<file path="src/rtl/mm2s_pkg.sv">
// Shared types and constants for the MM2S descriptor-driven mover.
// FSM states, status bit indices and AXI burst/response encodings.
package mm2s_pkg;

    typedef enum logic [2:0] {
        S_IDLE,
        S_CHECK,
        S_ADDR,
        S_DATA,
        S_STAT
    } state_e;

    localparam int ST_SLVERR   = 0;
    localparam int ST_DECERR   = 1;
    localparam int ST_ZERO_LEN = 2;
    localparam int ST_MISALIGN = 3;

    localparam logic [1:0] INCR   = 2'b01;
    localparam logic [1:0] OKAY   = 2'b00;
    localparam logic [1:0] SLVERR = 2'b10;
    localparam logic [1:0] DECERR = 2'b11;

endpackage

</file>
<file path="src/rtl/axis_mm2s_mover_if.sv">
// AXI4 read channels (AR/R) plus the AXI4-Stream output of the mover.
// master = mover side, slave = memory/stream-sink side.
interface axis_mm2s_mover_if #(
    parameter int AW = 32,
    parameter int DW = 32,
    parameter int UW = 65
);
    logic [AW-1:0]   m_axi_araddr;
    logic [7:0]      m_axi_arlen;
    logic [2:0]      m_axi_arsize;
    logic [1:0]      m_axi_arburst;
    logic            m_axi_arvalid;
    logic            m_axi_arready;
    logic [DW-1:0]   m_axi_rdata;
    logic [1:0]      m_axi_rresp;
    logic            m_axi_rlast;
    logic            m_axi_rvalid;
    logic            m_axi_rready;
    logic [DW-1:0]   m_axis_tdata;
    logic [DW/8-1:0] m_axis_tkeep;
    logic [UW-1:0]   m_axis_tuser;
    logic            m_axis_tlast;
    logic            m_axis_tvalid;
    logic            m_axis_tready;

    modport master (
        output m_axi_araddr, m_axi_arlen, m_axi_arsize, m_axi_arburst,
        output m_axi_arvalid, m_axi_rready,
        output m_axis_tdata, m_axis_tkeep, m_axis_tuser,
        output m_axis_tlast, m_axis_tvalid,
        input  m_axi_arready, m_axi_rdata, m_axi_rresp,
        input  m_axi_rlast, m_axi_rvalid, m_axis_tready
    );

    modport slave (
        input  m_axi_araddr, m_axi_arlen, m_axi_arsize, m_axi_arburst,
        input  m_axi_arvalid, m_axi_rready,
        input  m_axis_tdata, m_axis_tkeep, m_axis_tuser,
        input  m_axis_tlast, m_axis_tvalid,
        output m_axi_arready, m_axi_rdata, m_axi_rresp,
        output m_axi_rlast, m_axi_rvalid, m_axis_tready
    );

endinterface

</file>
<file path="src/rtl/mm2s_burst_calc.sv">
// Next AR burst length: min(beats_rem, MAX_BURST, beats left in the 4 KB page).
// page_off is addr[11:0]; the address is assumed beat-aligned.
module mm2s_burst_calc #(
    parameter int LW        = 32,
    parameter int DW        = 32,
    parameter int MAX_BURST = 16
) (
    input  logic [11:0]   page_off,
    input  logic [LW-1:0] beats_rem,
    output logic [8:0]    burst
);
    localparam int LB = $clog2(DW / 8);

    logic [12:0] page_bytes;
    logic [12:0] page_beats;
    logic [8:0]  cap;

    always_comb begin
        page_bytes = 13'd4096 - {1'b0, page_off};
        page_beats = page_bytes >> LB;
        cap        = 9'(MAX_BURST);
        if (page_beats < 13'(MAX_BURST)) begin
            cap = page_beats[8:0];
        end
        burst = cap;
        if (beats_rem < LW'(cap)) begin
            burst = beats_rem[8:0];
        end
    end

endmodule

</file>
<file path="src/rtl/axis_mm2s_mover.sv">
// Descriptor-driven AXI4 read to AXI4-Stream mover with 4-bit status return.
// Optional perf counters enabled by defining MM2S_PERF_CNT_EN.
module axis_mm2s_mover
    import mm2s_pkg::*;
#(
    parameter int AXI_ADDR_WIDTH  = 32,
    parameter int AXI_DATA_WIDTH  = 32,
    parameter int AXI_LEN_WIDTH   = 32,
    parameter int AXIS_USER_WIDTH = 65,
    parameter int MAX_BURST       = 16
) (
    input  logic                                   clk,
    input  logic                                   rstn,
    input  logic [AXI_LEN_WIDTH+AXI_ADDR_WIDTH-1:0] desc,
    input  logic [AXIS_USER_WIDTH-1:0]             desc_user,
    input  logic                                   desc_valid,
    output logic                                   desc_ready,
    output logic [3:0]                             status_error,
    output logic                                   status_valid,
`ifdef MM2S_PERF_CNT_EN
    output logic [31:0]                            perf_busy_cycles,
    output logic [31:0]                            perf_stall_cycles,
`endif
    axis_mm2s_mover_if.master                      bus
);
    localparam int AW = AXI_ADDR_WIDTH;
    localparam int LW = AXI_LEN_WIDTH;
    localparam int UW = AXIS_USER_WIDTH;
    localparam int B  = AXI_DATA_WIDTH / 8;
    localparam int LB = $clog2(B);

    state_e        state_q, state_d;
    logic [AW-1:0] addr_q, addr_d;
    logic [LW-1:0] len_q, len_d;
    logic [UW-1:0] user_q, user_d;
    logic [3:0]    err_q, err_d;
    logic [LW-1:0] beats_rem_q, beats_rem_d;
    logic [8:0]    burst_q, burst_d;
    logic [8:0]    beat_cnt_q, beat_cnt_d;

    logic [8:0]    burst_nxt;
    logic          beat;
    logic          last_beat;
    logic [B-1:0]  keep_last;
    logic [LB-1:0] rem;

    mm2s_burst_calc #(
        .LW        (LW),
        .DW        (AXI_DATA_WIDTH),
        .MAX_BURST (MAX_BURST)
    ) u_burst_calc (
        .page_off  (addr_q[11:0]),
        .beats_rem (beats_rem_q),
        .burst     (burst_nxt)
    );

    assign beat      = (state_q == S_DATA) && bus.m_axi_rvalid && bus.m_axis_tready;
    assign last_beat = (beats_rem_q == LW'(1));
    assign rem       = len_q[LB-1:0];

    always_comb begin
        for (int i = 0; i < B; i++) begin
            keep_last[i] = (rem == '0) || (i < int'(rem));
        end
    end

    always_comb begin
        state_d     = state_q;
        addr_d      = addr_q;
        len_d       = len_q;
        user_d      = user_q;
        err_d       = err_q;
        beats_rem_d = beats_rem_q;
        burst_d     = burst_q;
        beat_cnt_d  = beat_cnt_q;
        unique case (state_q)
            S_IDLE: begin
                if (desc_valid) begin
                    addr_d  = desc[AW-1:0];
                    len_d   = desc[LW+AW-1:AW];
                    user_d  = desc_user;
                    err_d   = '0;
                    state_d = S_CHECK;
                end
            end
            S_CHECK: begin
                if (len_q == '0) begin
                    err_d[ST_ZERO_LEN] = 1'b1;
                end
                if (addr_q[LB-1:0] != '0) begin
                    err_d[ST_MISALIGN] = 1'b1;
                end
                if ((len_q == '0) || (addr_q[LB-1:0] != '0)) begin
                    state_d = S_STAT;
                end else begin
                    // ceil(len/B) without risking overflow of len+B-1
                    beats_rem_d = (len_q >> LB) + LW'(|len_q[LB-1:0]);
                    state_d     = S_ADDR;
                end
            end
            S_ADDR: begin
                if (bus.m_axi_arready) begin
                    burst_d    = burst_nxt;
                    beat_cnt_d = '0;
                    state_d    = S_DATA;
                end
            end
            S_DATA: begin
                if (beat) begin
                    beats_rem_d = beats_rem_q - LW'(1);
                    beat_cnt_d  = beat_cnt_q + 9'd1;
                    if (bus.m_axi_rresp == SLVERR) err_d[ST_SLVERR] = 1'b1;
                    if (bus.m_axi_rresp == DECERR) err_d[ST_DECERR] = 1'b1;
                    // burst end follows our own beat count, not rlast
                    if (beat_cnt_q == burst_q - 9'd1) begin
                        if (last_beat) begin
                            state_d = S_STAT;
                        end else begin
                            addr_d  = addr_q + (AW'(burst_q) << LB);
                            state_d = S_ADDR;
                        end
                    end
                end
            end
            S_STAT: begin
                state_d = S_IDLE;
            end
            default: begin
                state_d = S_IDLE;
            end
        endcase
    end

    always_ff @(posedge clk) begin
        if (!rstn) begin
            state_q     <= S_IDLE;
            addr_q      <= '0;
            len_q       <= '0;
            user_q      <= '0;
            err_q       <= '0;
            beats_rem_q <= '0;
            burst_q     <= '0;
            beat_cnt_q  <= '0;
        end else begin
            state_q     <= state_d;
            addr_q      <= addr_d;
            len_q       <= len_d;
            user_q      <= user_d;
            err_q       <= err_d;
            beats_rem_q <= beats_rem_d;
            burst_q     <= burst_d;
            beat_cnt_q  <= beat_cnt_d;
        end
    end

    assign desc_ready         = rstn && (state_q == S_IDLE);
    assign status_valid       = (state_q == S_STAT);
    assign status_error       = err_q;

    assign bus.m_axi_arvalid  = (state_q == S_ADDR);
    assign bus.m_axi_araddr   = addr_q;
    assign bus.m_axi_arlen    = 8'(burst_nxt - 9'd1);
    assign bus.m_axi_arsize   = 3'(LB);
    assign bus.m_axi_arburst  = INCR;
    assign bus.m_axi_rready   = (state_q == S_DATA) && bus.m_axis_tready;

    assign bus.m_axis_tvalid  = (state_q == S_DATA) && bus.m_axi_rvalid;
    assign bus.m_axis_tdata   = bus.m_axi_rdata;
    assign bus.m_axis_tuser   = user_q;
    assign bus.m_axis_tlast   = (state_q == S_DATA) && last_beat;
    assign bus.m_axis_tkeep   = last_beat ? keep_last : '1;

`ifdef MM2S_PERF_CNT_EN
    logic [31:0] busy_q, busy_d;
    logic [31:0] stall_q, stall_d;

    always_comb begin
        busy_d  = busy_q;
        stall_d = stall_q;
        if ((state_q == S_IDLE) && desc_valid) begin
            busy_d = '0;
        end else if ((state_q != S_IDLE) && (busy_q != '1)) begin
            busy_d = busy_q + 32'd1;
        end
        if (bus.m_axis_tvalid && !bus.m_axis_tready && (stall_q != '1)) begin
            stall_d = stall_q + 32'd1;
        end
    end

    always_ff @(posedge clk) begin
        if (!rstn) begin
            busy_q  <= '0;
            stall_q <= '0;
        end else begin
            busy_q  <= busy_d;
            stall_q <= stall_d;
        end
    end

    assign perf_busy_cycles  = busy_q;
    assign perf_stall_cycles = stall_q;
`endif

endmodule

</file>
<file path="src/flat_wrapper.sv">
// flat-port wrapper written by rule: the top's interface ports become plain ports
module axis_mm2s_mover_flat import mm2s_pkg::*;
#(
    parameter int AXI_ADDR_WIDTH  = 32,
    parameter int AXI_DATA_WIDTH  = 32,
    parameter int AXI_LEN_WIDTH   = 32,
    parameter int AXIS_USER_WIDTH = 65,
    parameter int MAX_BURST       = 16
)
  (clk, rstn, desc, desc_user, desc_valid, desc_ready, status_error, status_valid, bus_m_axi_araddr, bus_m_axi_arlen, bus_m_axi_arsize, bus_m_axi_arburst, bus_m_axi_arvalid, bus_m_axi_rready, bus_m_axis_tdata, bus_m_axis_tkeep, bus_m_axis_tuser, bus_m_axis_tlast, bus_m_axis_tvalid, bus_m_axi_arready, bus_m_axi_rdata, bus_m_axi_rresp, bus_m_axi_rlast, bus_m_axi_rvalid, bus_m_axis_tready);
  axis_mm2s_mover_if #(.AW(32), .DW(32), .UW(65)) bus_i ();
  input  logic clk;
  input  logic rstn;
  input  logic [AXI_LEN_WIDTH+AXI_ADDR_WIDTH-1:0] desc;
  input  logic [AXIS_USER_WIDTH-1:0] desc_user;
  input  logic desc_valid;
  output logic desc_ready;
  output logic [3:0] status_error;
  output logic status_valid;
  output wire logic [$bits(bus_i.m_axi_araddr)-1:0] bus_m_axi_araddr;
  output wire logic [$bits(bus_i.m_axi_arlen)-1:0] bus_m_axi_arlen;
  output wire logic [$bits(bus_i.m_axi_arsize)-1:0] bus_m_axi_arsize;
  output wire logic [$bits(bus_i.m_axi_arburst)-1:0] bus_m_axi_arburst;
  output wire logic [$bits(bus_i.m_axi_arvalid)-1:0] bus_m_axi_arvalid;
  output wire logic [$bits(bus_i.m_axi_rready)-1:0] bus_m_axi_rready;
  output wire logic [$bits(bus_i.m_axis_tdata)-1:0] bus_m_axis_tdata;
  output wire logic [$bits(bus_i.m_axis_tkeep)-1:0] bus_m_axis_tkeep;
  output wire logic [$bits(bus_i.m_axis_tuser)-1:0] bus_m_axis_tuser;
  output wire logic [$bits(bus_i.m_axis_tlast)-1:0] bus_m_axis_tlast;
  output wire logic [$bits(bus_i.m_axis_tvalid)-1:0] bus_m_axis_tvalid;
  input wire logic [$bits(bus_i.m_axi_arready)-1:0] bus_m_axi_arready;
  input wire logic [$bits(bus_i.m_axi_rdata)-1:0] bus_m_axi_rdata;
  input wire logic [$bits(bus_i.m_axi_rresp)-1:0] bus_m_axi_rresp;
  input wire logic [$bits(bus_i.m_axi_rlast)-1:0] bus_m_axi_rlast;
  input wire logic [$bits(bus_i.m_axi_rvalid)-1:0] bus_m_axi_rvalid;
  input wire logic [$bits(bus_i.m_axis_tready)-1:0] bus_m_axis_tready;
  assign bus_m_axi_araddr = bus_i.m_axi_araddr;
  assign bus_m_axi_arlen = bus_i.m_axi_arlen;
  assign bus_m_axi_arsize = bus_i.m_axi_arsize;
  assign bus_m_axi_arburst = bus_i.m_axi_arburst;
  assign bus_m_axi_arvalid = bus_i.m_axi_arvalid;
  assign bus_m_axi_rready = bus_i.m_axi_rready;
  assign bus_m_axis_tdata = bus_i.m_axis_tdata;
  assign bus_m_axis_tkeep = bus_i.m_axis_tkeep;
  assign bus_m_axis_tuser = bus_i.m_axis_tuser;
  assign bus_m_axis_tlast = bus_i.m_axis_tlast;
  assign bus_m_axis_tvalid = bus_i.m_axis_tvalid;
  assign bus_i.m_axi_arready = bus_m_axi_arready;
  assign bus_i.m_axi_rdata = bus_m_axi_rdata;
  assign bus_i.m_axi_rresp = bus_m_axi_rresp;
  assign bus_i.m_axi_rlast = bus_m_axi_rlast;
  assign bus_i.m_axi_rvalid = bus_m_axi_rvalid;
  assign bus_i.m_axis_tready = bus_m_axis_tready;
  axis_mm2s_mover #(.AXI_ADDR_WIDTH(AXI_ADDR_WIDTH), .AXI_DATA_WIDTH(AXI_DATA_WIDTH), .AXI_LEN_WIDTH(AXI_LEN_WIDTH), .AXIS_USER_WIDTH(AXIS_USER_WIDTH), .MAX_BURST(MAX_BURST)) u_core (.clk(clk), .rstn(rstn), .desc(desc), .desc_user(desc_user), .desc_valid(desc_valid), .desc_ready(desc_ready), .status_error(status_error), .status_valid(status_valid), .bus(bus_i));
endmodule
</file>
<file path="config.mk">
export PLATFORM = sky130hd
export DESIGN_NAME = axis_mm2s_mover_flat
export DESIGN_NICKNAME = d
export VERILOG_FILES = /design/src/rtl/mm2s_pkg.sv /design/src/rtl/axis_mm2s_mover_if.sv /design/src/rtl/mm2s_burst_calc.sv /design/src/rtl/axis_mm2s_mover.sv /design/src/flat_wrapper.sv
export SDC_FILE = /design/constraint.sdc
export NUM_CORES = 1
export LEC_CHECK = 0
export CORE_MARGIN = 1
export CORE_UTILIZATION = 37
export DETAILED_ROUTE_END_ITERATION = 12
export GPL_TIMING_DRIVEN = 0
export PLACE_DENSITY = 0.66
export SLEW_MARGIN = 20
export SYNTH_ARGS = -nofsm -noshare
export SYNTH_HDL_FRONTEND = slang
export SYNTH_HIERARCHICAL = 1
export SYNTH_SLANG_ARGS = --single-unit
</file>
<file path="constraint.sdc">
create_clock -name clk -period 5.97 [get_ports clk]
set_clock_uncertainty 0.05 [all_clocks]
set_input_delay 1.194 -clock clk [delete_from_list [all_inputs] [get_ports clk]]
set_output_delay 1.194 -clock clk [all_outputs]
set_load 0.05 [all_outputs]
</file>
==> impl_metrics.sql <==
INSERT INTO impl_metrics (metric_group, metric, value, unit) VALUES
('cts', 'cts_tree', 'built', ''),
('timing', 'worst-slew-pin-transition', '1060', 'ps'),
('synthesis', 'post_synth.cell_area_avg', '7.437', 'um2'),
('critical_path', 'maximum_net_fanout_on_the_critical_path', '9', ''),
('place', 'place.port_buffers', '286', ''),
('floorplan', 'core', '27250', 'um2'),
('routing', 'detail_route.first_pass.iterations', '5', ''),
('flow_run', 'maxCapViolations', '0', ''),
('hold_path', 'holdCritPathClass', 'flip-flop to flip-flop', ''),
('routing', 'antenna_left', '0', ''),
('cts', 'clk_pin_slew_worst_paths', '90', 'ps'),
('global_route', 'grt_pass1_wl', '61.38', 'mm'),
('hold_path', 'min_to', 'u_core/bus.m_axis_tuser[20]$_SDFFE_PN0P_', ''),
('synthesis', 'synth_commonest_cells', '309 x nand2_1, 186 x dfxtp_1, 160 x a21oi_1, 93 x nor2_1, 77 x clkbuf_1', ''),
('timing', 'report.final.setup_viol', '0', ''),
('global_route', 'largest_net_degree_at_the_start_of_global_routing', '23', ''),
('synthesis', 'synth_compound_gate_area_share', '22.59', '%'),
('synthesis', 'seq_area_frac_synth', '35.89', '%'),
('cells_and_area', 'drive_gt1_share', '6.860', '%'),
('pwr', 'cellPowerDensity', '310.2', 'nW/um2'),
('cells_and_area', 'finalNetCount', '1904', ''),
('global_route', 'met1_usage', '34.71', '%'),
('cells_and_area', 'nFillCells', '2696', ''),
('synthesis', 'synth_top_cells_by_area', 'dfxtp_1 36%, nand2_1 11%, a21oi_1 7.7%, nor2_1 3.4%, ha_1 3.1%', ''),
('critical_path', 'worst-path-buf-inv', '2', ''),
('cts', 'cts_max_path_buffers', '2', ''),
('critical_path', 'rrSetupSlack', '2290', 'ps'),
('cts', 'clock_buffers_created_by_tritoncts', '17', ''),
('pwr', 'total_power', '0.004467', 'W'),
('routing', 'wl_per_cell', '19.08', 'um'),
('cells_and_area', 'area_delta_synth_final', '38.81', '%'),
('synthesis', 'xor_xnor_share_of_the_synthesized_area', '4.137', '%'),
('critical_path', 'crit-reg2reg-launch', 'u_core/bus.m_axi_araddr[0]$_SDFFE_PN0P_', ''),
('cells_and_area', 'utilization', '52.85', '%'),
('timing', 'fmax', '174.6', 'MHz'),
('floorplan', 'die_w', '169.5', 'um'),
('cts', 'cts_hold_buffers', '0', ''),
('synthesis', 'synth-edff-count', '0', ''),
('synthesis', 'ys.flop_type', 'dfxtp_1', ''),
('synthesis', 'synthSimpleGateAreaFrac', '26.12', '%'),
('global_route', 'grt_overflow_total', '0', ''),
('floorplan', 'num_io_pins', '326', ''),
('outcome', 'result_of_the_run', 'completed', ''),
('critical_path', 'category_of_the_most_critical_setup_path', 'flip-flop to output port', ''),
('critical_path', 'crit_start_category', 'flip-flop', ''),
('critical_path', 'worst_r2r_endpoint', 'u_core/burst_q[4]$_SDFFE_PN0P_', ''),
('synthesis', 'synth_cells', '1395', ''),
('global_route', 'antenna_violations_before_repair', '1', ''),
('timing', 'final_max_slew_viol_count', '0', ''),
('synthesis', 'ys_async_sr_fraction', '0', '%'),
('global_route', 'grtUsageMet3', '7.323', '%'),
('floorplan', 'start_util', '38.07', '%'),
('global_route', 'groute.usage.overall', '27.61', '%'),
('pwr', 'total_leakage_power', '5.275', 'nW'),
('synthesis', 'synth_largest_area_cell', 'dfxtp_1', ''),
('synthesis', 'synth.ff_latch_count', '186', ''),
('synthesis', 'top_cell_type_s_share_of_synthesized_area', '35.89', '%'),
('synthesis', 'dominant_combinational_cell_family_by_area_after_synthesis', 'simple AND/OR/NAND/NOR gates', ''),
('cells_and_area', 'layout.cells.non_filler', '2093', ''),
('place', 'post-place-cells', '2060', ''),
('synthesis', 'netlist_area', '10370', 'um2'),
('cts', 'cts-htree-levels', '4', ''),
('cts', 'cts-root-buf', 'clkbuf_16', ''),
('hold_path', 'min_delay_path_depth', '2', ''),
('critical_path', 'worst-r2r-cell-count', '11', ''),
('global_route', 'first_global_vias', '10940', ''),
('routing', 'post_drt_via_cell_ratio', '5.526', ''),
('synthesis', 'synth_most_common_cell', 'nand2_1', ''),
('floorplan', 'rows', '60', ''),
('critical_path', 'critPathSlowestCell', 'or4_4', ''),
('synthesis', 'ys_types', '71', '');
[final cells by class]
type,count,area [um2],area share (%)
Sequential cell,186,3724,25.86
Timing Repair Buffer,286,2843,19.74
Buffer,123,620.6,4.309
Clock inverter,15,225.2,1.564
Antenna cell,1,2.502,0.01738
Clock buffer,17,425.4,2.954
Inverter,32,120.1,0.8341
Multi-Input combinational cell,1061,5976,41.49
Tap cell,372,465.4,3.232
[per-stage QoR]
step	TNS [ps]	area [um2]	hold slack, ps	worst slack, ps
after floorplan	0	10410	386.3	67.07
after global placement	-11.62	13740	390.5	-11.62
after detailed placement	-40.34	13740	395.8	-40.34
after CTS	0	14410	407.3	17.83
after global routing	0	14400	425.4	4.029
final	0	14400	404.7	242.6
[how the worst max path moves through the flow]
stage,from,endpoint,slack [ps],cells past startpoint
final,u_core/bus.m_axi_araddr[0]$_SDFFE_PN0P_,bus_m_axi_arlen[6],240,15
after global placement,u_core/bus.m_axi_araddr[0]$_SDFFE_PN0P_,bus_m_axi_arlen[6],-10,15
after detailed placement,u_core/bus.m_axi_araddr[0]$_SDFFE_PN0P_,bus_m_axi_arlen[6],-40,15
after floorplan,u_core/bus.m_axi_araddr[0]$_SDFFE_PN0P_,bus_m_axi_arlen[7],70,13
after CTS,u_core/bus.m_axi_araddr[0]$_SDFFE_PN0P_,bus_m_axi_arlen[6],20,15
after global routing,u_core/bus.m_axi_araddr[0]$_SDFFE_PN0P_,bus_m_axi_arlen[1],4,14
[placed cells by master, fill, tap and decap left out, types with 5 or more instances in the layout]
cell type        Yosys  layout
or2_2               11      11
a211oi_1            18      17
nor4_1              26      25
nand3b_1             5       5
xor2_1              26      25
nand4_1             17      17
a311oi_1             9       9
nand2_1            309     309
o41ai_1              5       5
clkinv_8             0       5
and3_1              12      12
inv_1               31      31
and4_1               6       6
clkbuf_16            0      17
ha_1                26      26
o22ai_1              8       8
and2_1               9       9
nor3_1              41      40
a21oi_1            160     160
o21bai_1             7       7
nand3_1             32      32
nor2_1              93      93
buf_4               41      41
mux2i_1              6       5
a32o_1              12      12
nand2b_1             6       6
xnor2_1             23      23
buf_2                4       5
o31ai_1             12      12
inv_8                0       5
o21ai_0             63      63
clkbuf_1            77      77
clkdlybuf4s50_1      0     279
o211ai_1             5       5
dfxtp_1            186     186
a31oi_1             17      17
conb_1               3      10
or3_1               14      14
a21o_1               7       7
[routing by layer]
layer | part of all wire (%) | wire length [um]
met2 | 46 | 18470
met1 | 41 | 16330
met5 | 0 | 0
met3 | 9.8 | 3920
met4 | 3.0 | 1213
[repair_timing]
| action | CTS | global route |
|---|---|---|
| buffers inserted | 0 | 0 |
| pin swaps | 1 | 0 |
| setup endpoints to repair | 7 | 7 |
| gates resized for setup | 14 | 14 |
[flip-flops by register name, summed over array words and instances, names as in the netlist]
name / flops
u_core/beats_rem_q: 32
u_core/bus.m_axis_tuser: 65
u_core/burst_q: 9
u_core/status_error: 4
u_core/state_q: 3
u_core/len_q: 32
u_core/bus.m_axi_araddr: 32
u_core/beat_cnt_q: 9
[where the power goes]
part / internal, W / leakage (nW) / switching, W
clock network: 0.000626 / 0.315 / 0.000632
logic: 0.000577 / 3.44 / 0.00114
registers: 0.00135 / 1.52 / 0.000134
total: 0.00256 / 5.28 / 0.00191
[worst register-to-register path, cell delays in order, from the launching register on]
cell	delay, ps
dfxtp_1	440
or4_4	630
or2_2	320
nand2_1	70
o211ai_1	120
ha_1	350
nand4_1	80
or2_2	300
o221ai_4	350
mux2i_1	560
nand2_1	160
a21oi_1	150
[cells by family after synthesis]
| group | after synthesis |
|---|---|
| DFF | 186 |
| AOI/OAI and AO/OA | 371 |
| and+or+nand+nor | 597 |
| xor gates and xnor gates | 49 |
| buffers and inverters | 155 |
| adders and majority gates | 27 |
| other | 3 |
| muxes | 7 |
No activity file was read; power rests on OpenSTA's default activity.
